<file path="config.mk">
export PLATFORM = sky130hd
export DESIGN_NAME = jk_cmd_seq_flat
export DESIGN_NICKNAME = d
export VERILOG_FILES = /design/src/rtl/jk_cmd_pkg.sv /design/src/rtl/jk_cmd_seq_if.sv /design/src/rtl/jk_cmd_fifo.sv /design/src/rtl/jk_cmd_seq.sv /design/src/flat_wrapper.sv
export SDC_FILE = /design/constraint.sdc
export NUM_CORES = 1
export LEC_CHECK = 0
export BUFFER_PORTS_ARGS = -buffer_cell sky130_fd_sc_hd__buf_2
export CAP_MARGIN = 20
export CORE_UTILIZATION = 51
export CTS_CLUSTER_DIAMETER = 120
export DETAILED_ROUTE_END_ITERATION = 12
export PLACE_DENSITY = 0.7
export REMOVE_ABC_BUFFERS = 1
export SETUP_SLACK_MARGIN = 0.1
export SLEW_MARGIN = 40
export SYNTH_ARGS = -nofsm -noshare
export SYNTH_HDL_FRONTEND = slang
export SYNTH_HIERARCHICAL = 1
export SYNTH_SLANG_ARGS = --single-unit
</file>
<file path="constraint.sdc">
create_clock -name clk -period 2 [get_ports clk]
set_input_delay 0.2 -clock clk [delete_from_list [all_inputs] [get_ports clk]]
set_output_delay 0.2 -clock clk [all_outputs]
set_load 0.05 [all_outputs]
</file>
<file path="src/rtl/jk_cmd_pkg.sv">
// ============================================================================
// Module      : jk_cmd_pkg
// Description : Shared definitions for the JK command sequencer.
//               - Op codes. They use the same encoding as the flip-flop jk
//                 input, so a command op drives jk without translation.
//               - Sequencer state enum.
//               - jk_next(): next-state function of a JK flip-flop.
// Revision    : 1.0 - initial release
// ============================================================================
`default_nettype none

package jk_cmd_pkg;

  localparam logic [1:0] JK_HOLD = 2'b00;
  localparam logic [1:0] JK_RST  = 2'b01;
  localparam logic [1:0] JK_SET  = 2'b10;
  localparam logic [1:0] JK_TGL  = 2'b11;

  typedef enum logic [0:0] {
    ST_IDLE = 1'b0,
    ST_RUN  = 1'b1
  } seq_state_t;

  // Next state of a JK flip-flop with current output q and input code jk.
  function automatic logic jk_next(input logic q, input logic [1:0] jk);
    logic r;
    case (jk)
      JK_HOLD: r = q;
      JK_RST:  r = 1'b0;
      JK_SET:  r = 1'b1;
      default: r = ~q;
    endcase
    return r;
  endfunction

endpackage

`default_nettype wire

</file>
<file path="src/rtl/jk_cmd_seq_if.sv">
// ============================================================================
// Module      : jk_cmd_seq_if
// Description : Command handshake bundle for jk_cmd_seq.
//   cmd_valid : a command is offered (producer -> sequencer)
//   cmd_ready : sequencer can accept (sequencer -> producer)
//   cmd_op    : 2-bit op, encoded like the flip-flop jk input
//   cmd_cnt   : repeat count in cycles, 0 behaves like 1
//   Modports  : master = command producer, slave = sequencer
// Revision    : 1.0 - initial release
// ============================================================================
`default_nettype none

interface jk_cmd_seq_if #(
  parameter int CNT_W = 4
);
  import jk_cmd_pkg::*;

  logic             cmd_valid;
  logic             cmd_ready;
  logic [1:0]       cmd_op;
  logic [CNT_W-1:0] cmd_cnt;

  modport master (
    output cmd_valid,
    output cmd_op,
    output cmd_cnt,
    input  cmd_ready
  );

  modport slave (
    input  cmd_valid,
    input  cmd_op,
    input  cmd_cnt,
    output cmd_ready
  );

endinterface

`default_nettype wire

</file>
<file path="src/rtl/jk_cmd_fifo.sv">
// ============================================================================
// Module      : jk_cmd_fifo
// Description : Synchronous FIFO, DEPTH entries of WIDTH bits, first-word
//               fall-through read (o_data shows the head while not empty).
//   clk, rst_n : clock, asynchronous active-low reset (flushes the FIFO)
//   i_push     : write i_data; ignored while o_full
//   i_pop      : drop the head entry; ignored while o_empty
//   o_data     : head entry
//   o_full     : all DEPTH entries in use
//   o_empty    : no entries
// Revision    : 1.0 - initial release
// ============================================================================
`default_nettype none

module jk_cmd_fifo #(
  parameter int DEPTH = 4,
  parameter int WIDTH = 6
) (
  input  wire logic             clk,
  input  wire logic             rst_n,
  input  wire logic             i_push,
  input  wire logic [WIDTH-1:0] i_data,
  input  wire logic             i_pop,
  output logic      [WIDTH-1:0] o_data,
  output logic                  o_full,
  output logic                  o_empty
);

  localparam int AW = $clog2(DEPTH);

  logic [WIDTH-1:0] r_mem [DEPTH];
  // One extra pointer bit tells full from empty when the indices match.
  logic [AW:0]      r_wr_ptr;
  logic [AW:0]      r_rd_ptr;
  logic             w_do_push;
  logic             w_do_pop;

  assign w_do_push = i_push && !o_full;
  assign w_do_pop  = i_pop && !o_empty;

  assign o_empty = (r_wr_ptr == r_rd_ptr);
  assign o_full  = (r_wr_ptr[AW] != r_rd_ptr[AW]) &&
                   (r_wr_ptr[AW-1:0] == r_rd_ptr[AW-1:0]);
  assign o_data  = r_mem[r_rd_ptr[AW-1:0]];

  always_ff @(posedge clk or negedge rst_n) begin
    if (!rst_n) begin
      r_wr_ptr <= '0;
      r_rd_ptr <= '0;
    end else begin
      if (w_do_push) r_wr_ptr <= r_wr_ptr + 1'b1;
      if (w_do_pop)  r_rd_ptr <= r_rd_ptr + 1'b1;
    end
  end

  // Storage needs no reset: the pointers alone decide what is valid.
  always_ff @(posedge clk) begin
    if (w_do_push) r_mem[r_wr_ptr[AW-1:0]] <= i_data;
  end

endmodule

`default_nettype wire

</file>
<file path="src/rtl/jk_cmd_seq.sv">
// ============================================================================
// Module      : jk_cmd_seq
// Description : Command sequencer for a JK flip-flop stage. It buffers
//               {op, count} commands and plays each op on jk for count
//               cycles (0 counts as 1), back-to-back with no gap.
//               Build option JK_CMD_CHECK_EN adds a shadow model of the
//               flip-flop. The model re-syncs to q_fb after reset and
//               raises a sticky mismatch flag when the fed-back q
//               diverges from it.
//   clk, rst_n : clock, asynchronous active-low reset
//   cmd_if     : command handshake (slave side), cmd_ready = !full
//   jk         : registered jk code to the flip-flop
//   busy       : running a command or commands still queued
//   q_fb       : flip-flop q fed back (check builds only)
//   err_clr    : clears mismatch; a new mismatch on the same edge wins
//   q_exp      : shadow-model expected q (0 without JK_CMD_CHECK_EN)
//   mismatch   : sticky divergence flag (0 without JK_CMD_CHECK_EN)
// Revision    : 1.0 - initial release
// ============================================================================
`default_nettype none

module jk_cmd_seq
  import jk_cmd_pkg::*;
#(
  parameter int DEPTH = 4,
  parameter int CNT_W = 4
) (
  input  wire logic       clk,
  input  wire logic       rst_n,
  jk_cmd_seq_if.slave     cmd_if,
  output logic      [1:0] jk,
  output logic            busy,
  input  wire logic       q_fb,
  input  wire logic       err_clr,
  output logic            q_exp,
  output logic            mismatch
);

  localparam int FW = 2 + CNT_W;

  seq_state_t       r_state;
  logic [1:0]       r_jk;
  logic [CNT_W-1:0] r_remaining;

  logic [FW-1:0]    w_head;
  logic [1:0]       w_head_op;
  logic [CNT_W-1:0] w_head_cnt;
  logic [CNT_W-1:0] w_load_cnt;
  logic             w_full;
  logic             w_empty;
  logic             w_pop;

  jk_cmd_fifo #(
    .DEPTH (DEPTH),
    .WIDTH (FW)
  ) u_fifo (
    .clk     (clk),
    .rst_n   (rst_n),
    .i_push  (cmd_if.cmd_valid),
    .i_data  ({cmd_if.cmd_op, cmd_if.cmd_cnt}),
    .i_pop   (w_pop),
    .o_data  (w_head),
    .o_full  (w_full),
    .o_empty (w_empty)
  );

  assign cmd_if.cmd_ready = !w_full;

  assign w_head_op  = w_head[FW-1:CNT_W];
  assign w_head_cnt = w_head[CNT_W-1:0];
  assign w_load_cnt = (w_head_cnt == '0) ? CNT_W'(1) : w_head_cnt;

  // Pop exactly on the edges where the state machine loads a new command:
  // from IDLE, or on the last cycle of the running command.
  assign w_pop = !w_empty &&
                 ((r_state == ST_IDLE) || (r_remaining == CNT_W'(1)));

  always_ff @(posedge clk or negedge rst_n) begin
    if (!rst_n) begin
      r_state     <= ST_IDLE;
      r_jk        <= JK_HOLD;
      r_remaining <= '0;
    end else begin
      case (r_state)
        ST_IDLE: begin
          if (!w_empty) begin
            r_state     <= ST_RUN;
            r_jk        <= w_head_op;
            r_remaining <= w_load_cnt;
          end
        end
        ST_RUN: begin
          if (r_remaining > CNT_W'(1)) begin
            r_remaining <= r_remaining - CNT_W'(1);
          end else if (!w_empty) begin
            // Reload on the final cycle so consecutive commands abut.
            r_jk        <= w_head_op;
            r_remaining <= w_load_cnt;
          end else begin
            r_state     <= ST_IDLE;
            r_jk        <= JK_HOLD;
            r_remaining <= '0;
          end
        end
      endcase
    end
  end

  assign jk   = r_jk;
  assign busy = (r_state == ST_RUN) || !w_empty;

`ifdef JK_CMD_CHECK_EN
  logic r_q_exp;
  logic r_mismatch;
  logic r_resync;

  // The flip-flop itself has no reset. The first edge after reset copies
  // its present q instead of checking it.
  always_ff @(posedge clk or negedge rst_n) begin
    if (!rst_n) begin
      r_q_exp    <= 1'b0;
      r_mismatch <= 1'b0;
      r_resync   <= 1'b1;
    end else begin
      r_resync <= 1'b0;
      if (r_resync) r_q_exp <= q_fb;
      else          r_q_exp <= jk_next(r_q_exp, r_jk);
      if (!r_resync && (q_fb != r_q_exp)) r_mismatch <= 1'b1;
      else if (err_clr)                   r_mismatch <= 1'b0;
    end
  end

  assign q_exp    = r_q_exp;
  assign mismatch = r_mismatch;
`else
  logic w_unused_chk;
  assign w_unused_chk = q_fb ^ err_clr;
  assign q_exp        = 1'b0;
  assign mismatch     = 1'b0;
`endif

endmodule

`default_nettype wire

</file>
<file path="src/flat_wrapper.sv">
// flat-port wrapper written by rule: the top's interface ports become plain ports
module jk_cmd_seq_flat import jk_cmd_pkg::*;
#(
  parameter int DEPTH = 4,
  parameter int CNT_W = 4
)
  (clk, rst_n, jk, busy, q_fb, err_clr, q_exp, mismatch, cmd_if_cmd_valid, cmd_if_cmd_op, cmd_if_cmd_cnt, cmd_if_cmd_ready);
  jk_cmd_seq_if #(.CNT_W(CNT_W)) cmd_if_i ();
  input  wire logic clk;
  input  wire logic rst_n;
  output logic      [1:0] jk;
  output logic busy;
  input  wire logic q_fb;
  input  wire logic err_clr;
  output logic q_exp;
  output logic mismatch;
  input wire logic [$bits(cmd_if_i.cmd_valid)-1:0] cmd_if_cmd_valid;
  input wire logic [$bits(cmd_if_i.cmd_op)-1:0] cmd_if_cmd_op;
  input wire logic [$bits(cmd_if_i.cmd_cnt)-1:0] cmd_if_cmd_cnt;
  output wire logic [$bits(cmd_if_i.cmd_ready)-1:0] cmd_if_cmd_ready;
  assign cmd_if_i.cmd_valid = cmd_if_cmd_valid;
  assign cmd_if_i.cmd_op = cmd_if_cmd_op;
  assign cmd_if_i.cmd_cnt = cmd_if_cmd_cnt;
  assign cmd_if_cmd_ready = cmd_if_i.cmd_ready;
  jk_cmd_seq #(.DEPTH(DEPTH), .CNT_W(CNT_W)) u_core (.clk(clk), .rst_n(rst_n), .cmd_if(cmd_if_i), .jk(jk), .busy(busy), .q_fb(q_fb), .err_clr(err_clr), .q_exp(q_exp), .mismatch(mismatch));
endmodule
</file>
After elaboration in Yosys (flattened, before gate mapping)
Memories as Yosys holds them, arrays and structs flattened.
Cells that the tools add are included.
- memories: 1
- word-level logic and storage cells: 41
- input port bits: 11
- RAM bits: 24
- register bits: 13
- output and inout port bits: 6
- memories (name ; depth ; bits a word ; rd ports ; clocked after Yosys merged registers in ; wr ports ; RTL line ; RTL):
    u_core.u_fifo.r_mem ; 4 ; 6 ; 1 ; 0 ; 1 ; jk_cmd_fifo.sv:31 ; logic [WIDTH-1:0] r_mem [DEPTH];
- magnitude comparators: 1
- bitwise gates (word level): 1
- eq/ne operators: 6
- reduce and logical (&&, ||, !) cells: 10
- $add $sub $neg: 3
- muxes and demuxes: 14
- operators with widths (kind ; count):
    4-bit two-way mux ; 4
    4-bit one-hot mux with 2 select lines ; 1
    3-bit by 1-bit adder with 3-bit output, second input constant ; 2
    2-bit two-way mux ; 3
    4-bit by 1-bit == test with 1-bit output, second input constant ; 1
    4-bit by 1-bit greater-than comparator with 1-bit output, second input constant ; 1
    1-bit logical AND ; 4
    4-bit logical NOT ; 1
    1-bit two-way mux ; 4
    2-bit != test, second input constant ; 2
    2-bit one-hot mux with 2 select lines ; 1
    4-bit by 1-bit subtractor with 4-bit output, second input constant ; 1
    3-bit == test ; 1
    2-bit == test ; 1
    1-bit logical NOT ; 2
    1-bit logical OR ; 2
    1-bit one-hot mux with 2 select lines ; 1
    2-bit AND reduction ; 1
    1-bit != test ; 1
    1-bit NOT ; 1

Logic depth before layout (Yosys ltp)
- word-level depth: 6
- mapped depth: 7
- mapped depth without buffers: 7

By module
The synthesis kept the hierarchy.
- by module, submodules not included (module ; seq. area each (µm²) ; area each (µm²) ; cells each ; times used):
    jk_cmd_fifo ; 870.8 ; 1346.3 ; 80 ; 1
    jk_cmd_seq ; 175.2 ; 406.6 ; 43 ; 1

Least setup slack after synthesis
No wires, ideal clock.
- path type: reg2reg
- start: register u_core.u_fifo.r_rd_ptr[1]
- end: register u_core.r_remaining[2]
- path slack: 0.001 ns
- buffers on the path: 1
- period minus slack after synthesis: 1.999 ns
- required time: 1.874 ns
- cell stages (with the launch flop): 8
- arrival: 1.873 ns
- library setup time: 0.126 ns
- cell sequence: dfrtp_1 -> buf_4 -> xor2_1 -> nor3_1 -> nor2b_1 -> inv_1 -> o21ai_0 -> a221o_1
- elaborated cells on any way between the ends: 9
- those cells by class: eq/ne: 2; mux: 5; reduce/logical: 1; memory: 1
- RTL lines (element ; RTL line ; RTL):
    from (decl) ; jk_cmd_fifo.sv:34 ; logic [AW:0] r_rd_ptr;
    from (signal assigned) ; jk_cmd_fifo.sv:52 ; if (w_do_pop) r_rd_ptr <= r_rd_ptr + 1'b1;
    3-bit == test (*) ; jk_cmd_fifo.sv:41 ; assign o_empty = (r_wr_ptr == r_rd_ptr);
    via u_core.w_empty ; jk_cmd_seq.sv:50 ; logic w_empty;
    4-bit two-way mux ; jk_cmd_seq.sv:95 ; end else if (!w_empty) begin
    4-bit two-way mux ; jk_cmd_seq.sv:93 ; if (r_remaining > CNT_W'(1)) begin
    4-bit one-hot mux with 2 select lines ; jk_cmd_seq.sv:84 ; case (r_state)
    to (signal assigned) ; jk_cmd_seq.sv:89 ; r_remaining <= w_load_cnt;
    to (signal assigned) ; jk_cmd_seq.sv:94 ; r_remaining <= r_remaining - CNT_W'(1);
    to (signal assigned) ; jk_cmd_seq.sv:98 ; r_remaining <= w_load_cnt;
    to (decl) ; jk_cmd_seq.sv:43 ; logic [CNT_W-1:0] r_remaining;
The timed path passes the listed nets; every way through them passes the cells marked *. The select of a mux whose other input is x is not followed.
A chain may end at the register's enable or synchronous reset.

Worst setup path after layout
- start: register u_core.u_fifo.r_rd_ptr[0]
- end: register u_core.r_remaining[0]
- word-level cells in the longest chain between the ends: 6
- elaborated cells on any way between the ends: 9
- those cells by class: eq/ne: 2; mux: 5; reduce/logical: 1; memory: 1
- RTL lines (element ; RTL line ; RTL):
    memory 4 x 6 bit (*) ; - ;
    via u_core.w_head[1] ; jk_cmd_seq.sv:45 ; logic [FW-1:0] w_head;
    4-bit logical NOT (*) ; jk_cmd_seq.sv:71 ; assign w_load_cnt = (w_head_cnt == '0) ? CNT_W'(1) : w_head_cnt;
    4-bit two-way mux (*) ; jk_cmd_seq.sv:71 ;
    4-bit two-way mux ; jk_cmd_seq.sv:95 ;
    4-bit two-way mux ; jk_cmd_seq.sv:93 ;
    4-bit one-hot mux with 2 select lines (*) ; jk_cmd_seq.sv:84 ;
Marks and branches as above.

==> results.md <==
* Vias in the first global route at approximately 1,100
* Worst-path maximum fanout at 5
* Core Region at between 3000 and 4000 sq um
* Area of the multi-input gates at roughly 720 sq um
* Clock skew at between 0.01 and 0.015 ns
* Register Area at between 1000 and 1500 sq um
* Ys flop type: edfxtp_1
* TritonCTS clock tree: done
* All-layer global routing usage at 0.207
* Met2 wire len at around 1.7 mm
* Slew @ Worst Pin at ~0.57 ns
* Yosys warnings at 6
* First-pass GRT wire length at around 5.2 mm
* Share of layout cells above drive strength 1 at 0.377
* Post-Synthesis Cell Area at approximately 1800 sq um
* Post-synthesis register bit count at 37
* Worst vdd rail ir drop at between 0.7 and 0.8 mV
* WL/cell at about 17 um
* Top Ports at 17
* Unique masters post-synth at 31
* Area share of the largest cell type after synthesis at 0.411
* Worst hold slack at 0.0623 ns
* CTS max path bufs at 2
* Number of synthesized flops with an enable pin at 24
* Status: finished, final reports clean
* FMAX at about 520 MHz
* Number of remaining DRC errors at 0
* Util after Layout at 0.678
* Vias at 1,106
* Hold Vio Cnt, Final at 0
* Die ar. at about 3700 sq um
* Placer Congestion at roughly 0.8
* Static Leak at roughly 0.84 nW
* TNS Setup at 0 ns
* Syn Area/Cell at around 14 sq um
* Count leader, synth: edfxtp_1
* Total wire length at 3.36 mm
* Core Rows at 20
* RSZ-0062 raised after global routing: true
* Leading cell types by count after synthesis: 24 x edfxtp_1, 13 x dfrtp_1, 8 x inv_1
* Post-layout net count at 171
* M1 WL at 1.44 mm
* Sequential element share of the synthesized area at 0.597
* Grt total ovfl at 0
* H-tree lvl count at 2
* Height of the die at between 60 and 70 um
* Clock-pin slew on the worst setup and hold paths at approximately 0.12 ns
* Routed Antenna Nets at 0
* Skew-Pair Late Insertion Delay at 0.34 ns
* Fraction of registers with async set/reset at 0.351
* Pwr Total at between 3 and 4 mW
* Root Buffer: clkbuf_4
* Filler cell count at 230
* Clk sinks at 37
* Synth Instances at around 120
* CP required at around 2.2 ns
* Die Span X at 60.6 um
* Diode count at 0
* DR iter-0 viols at 79
* Initial antenna violation count at 0
* Num CTS Buffers at 5
* PortBufs at 12
* Design area at 2140 sq um
* DP HPWL at approximately 2.2 mm
* Area leader, netlist: edfxtp_1
* Top Metal Used: met4
* Worst hold path type: input port to flip-flop
* Max Cap Viol at 0
* Min Clock Period, post-route at around 1.9 ns
* WS Path Type: flip-flop to flip-flop
* Layout Area Growth over Synthesis at 22.0%
* Starting Density at 0.556
* Slew HR at 0.622
* Via-per-instance ratio at roughly 5.6
* Placed Area at approximately 1900 sq um
* Max Slew Vio Count at 0
* Power per Cell Area at approximately 1700 nW/um^2
* Met3 WL at 95 um
* Final Cycle Share at 0.958
* Largest net degree at the start of global routing at 14
* # setup viols final at 0
* Worst Setup Start Kind: flip-flop
* DRT Pass-1 Iters at 6
* Crit end category: flip-flop
* Largest cells by area after synthesis: edfxtp_1 41%, dfrtp_1 19%, mux4_2 7.7%
* WP data arrival at around 2.2 ns
## per-stage QoR
stage | std cells | setup slack, ns
final | 198 | 0.0839
after global routing | 198 | 0.00314
after CTS | 193 | 0.0812
after detailed placement | 181 | 0.0801
after global placement | 181 | 0.127
after floorplan | 120 | -0.0852
## power by group
part           internal [mW]  switching, mW
clock network          0.266          0.251
logic                  0.871          0.989
registers               1.06          0.214
total                   2.20           1.45
## registers in the layout, indices dropped and copies added (netlist names)
| name | count |
|---|---|
| u_core/jk | 2 |
| u_core/r_remaining | 4 |
| u_core/u_fifo/r_wr_ptr | 3 |
| u_core/u_fifo/r_rd_ptr | 3 |
| u_core/r_state | 1 |
| u_core/u_fifo/r_mem | 24 |
## routing by layer
layer  track usage  up-vias
li1              -      514
met1         0.247      561
met2         0.328       22
met3        0.0682        9
met4         0.123        0
met5             0        -
## cell type report
type / instances / share of cell area
Inverter: 9 / 0.0158
Sequential cell: 37 / 0.492
Multi-Input combinational cell: 74 / 0.338
Clock inverter: 2 / 0.0181
Timing Repair Buffer: 26 / 0.0907
Clock buffer: 6 / 0.0193
Tap cell: 44 / 0.0257
## cell usage in the layout (no fill, tap or decap), drive strengths merged, types with 3 or more instances in the layout
cell type | synthesis | final
a21oi | 5 | 5
mux4 | 6 | 6
dfrtp | 13 | 13
a221o | 4 | 4
xor2 | 4 | 4
clkbuf | 0 | 6
buf | 4 | 25
o31ai | 6 | 6
ha | 7 | 7
nand2 | 7 | 7
nor2 | 5 | 5
nor3 | 5 | 5
xnor2 | 5 | 5
inv | 9 | 9
edfxtp | 24 | 24
and3 | 3 | 3
## cell families (layout without fill, tap and decap cells)
| family | count (synthesis) | count (layout) | synth area share |
|---|---|---|---|
| fa+ha+maj | 7 | 7 | 0.0500 |
| simple gates | 27 | 27 | 0.0807 |
| buf+inv | 13 | 43 | 0.0385 |
| other cells | 1 | 2 | 0.00214 |
| xor+xnor | 9 | 9 | 0.0535 |
| mux | 6 | 6 | 0.0771 |
| flops | 37 | 37 | 0.597 |
| compound gates | 23 | 23 | 0.101 |
## repair_timing
| item | 4_1_cts | 5_1_grt |
|---|---|---|
| setup buffers | 3 | 5 |
| setup endpoints to repair | 2 | 4 |
| endpoints found under the hold margin | 13 | 0 |
| gates resized for setup | 10 | 11 |
| pin swaps | 1 | 2 |
| hold buffers | 1 | 0 |
## path summary, 6_finish.rpt
path | from | slack (ns) | cells after the start | endpoint
min | cmd_if_cmd_op[1] | 0.06 | 1 | u_core/u_fifo/r_mem[3][5]
min reg2reg | u_core/jk[1] | 0.52 | 1 | u_core/jk[1]
max reg2reg | u_core/u_fifo/r_rd_ptr[0] | 0.08 | 6 | u_core/r_remaining[0]
max in group asynchronous | rst_n | 1.48 | 2 | u_core/u_fifo/r_wr_ptr[0]
max | u_core/u_fifo/r_rd_ptr[0] | 0.08 | 6 | u_core/r_remaining[0]
min in group asynchronous | rst_n | 0.26 | 2 | u_core/r_remaining[1]
## worst max-delay path: stages, from the launching register on
cell     delay, ns
dfrtp_2       0.51
buf_6         0.15
buf_4         0.13
mux4_2        0.34
nor3_1        0.05
or2_2         0.28
a221o_1       0.33
Note: power is estimated with default switching activity, not from simulation.
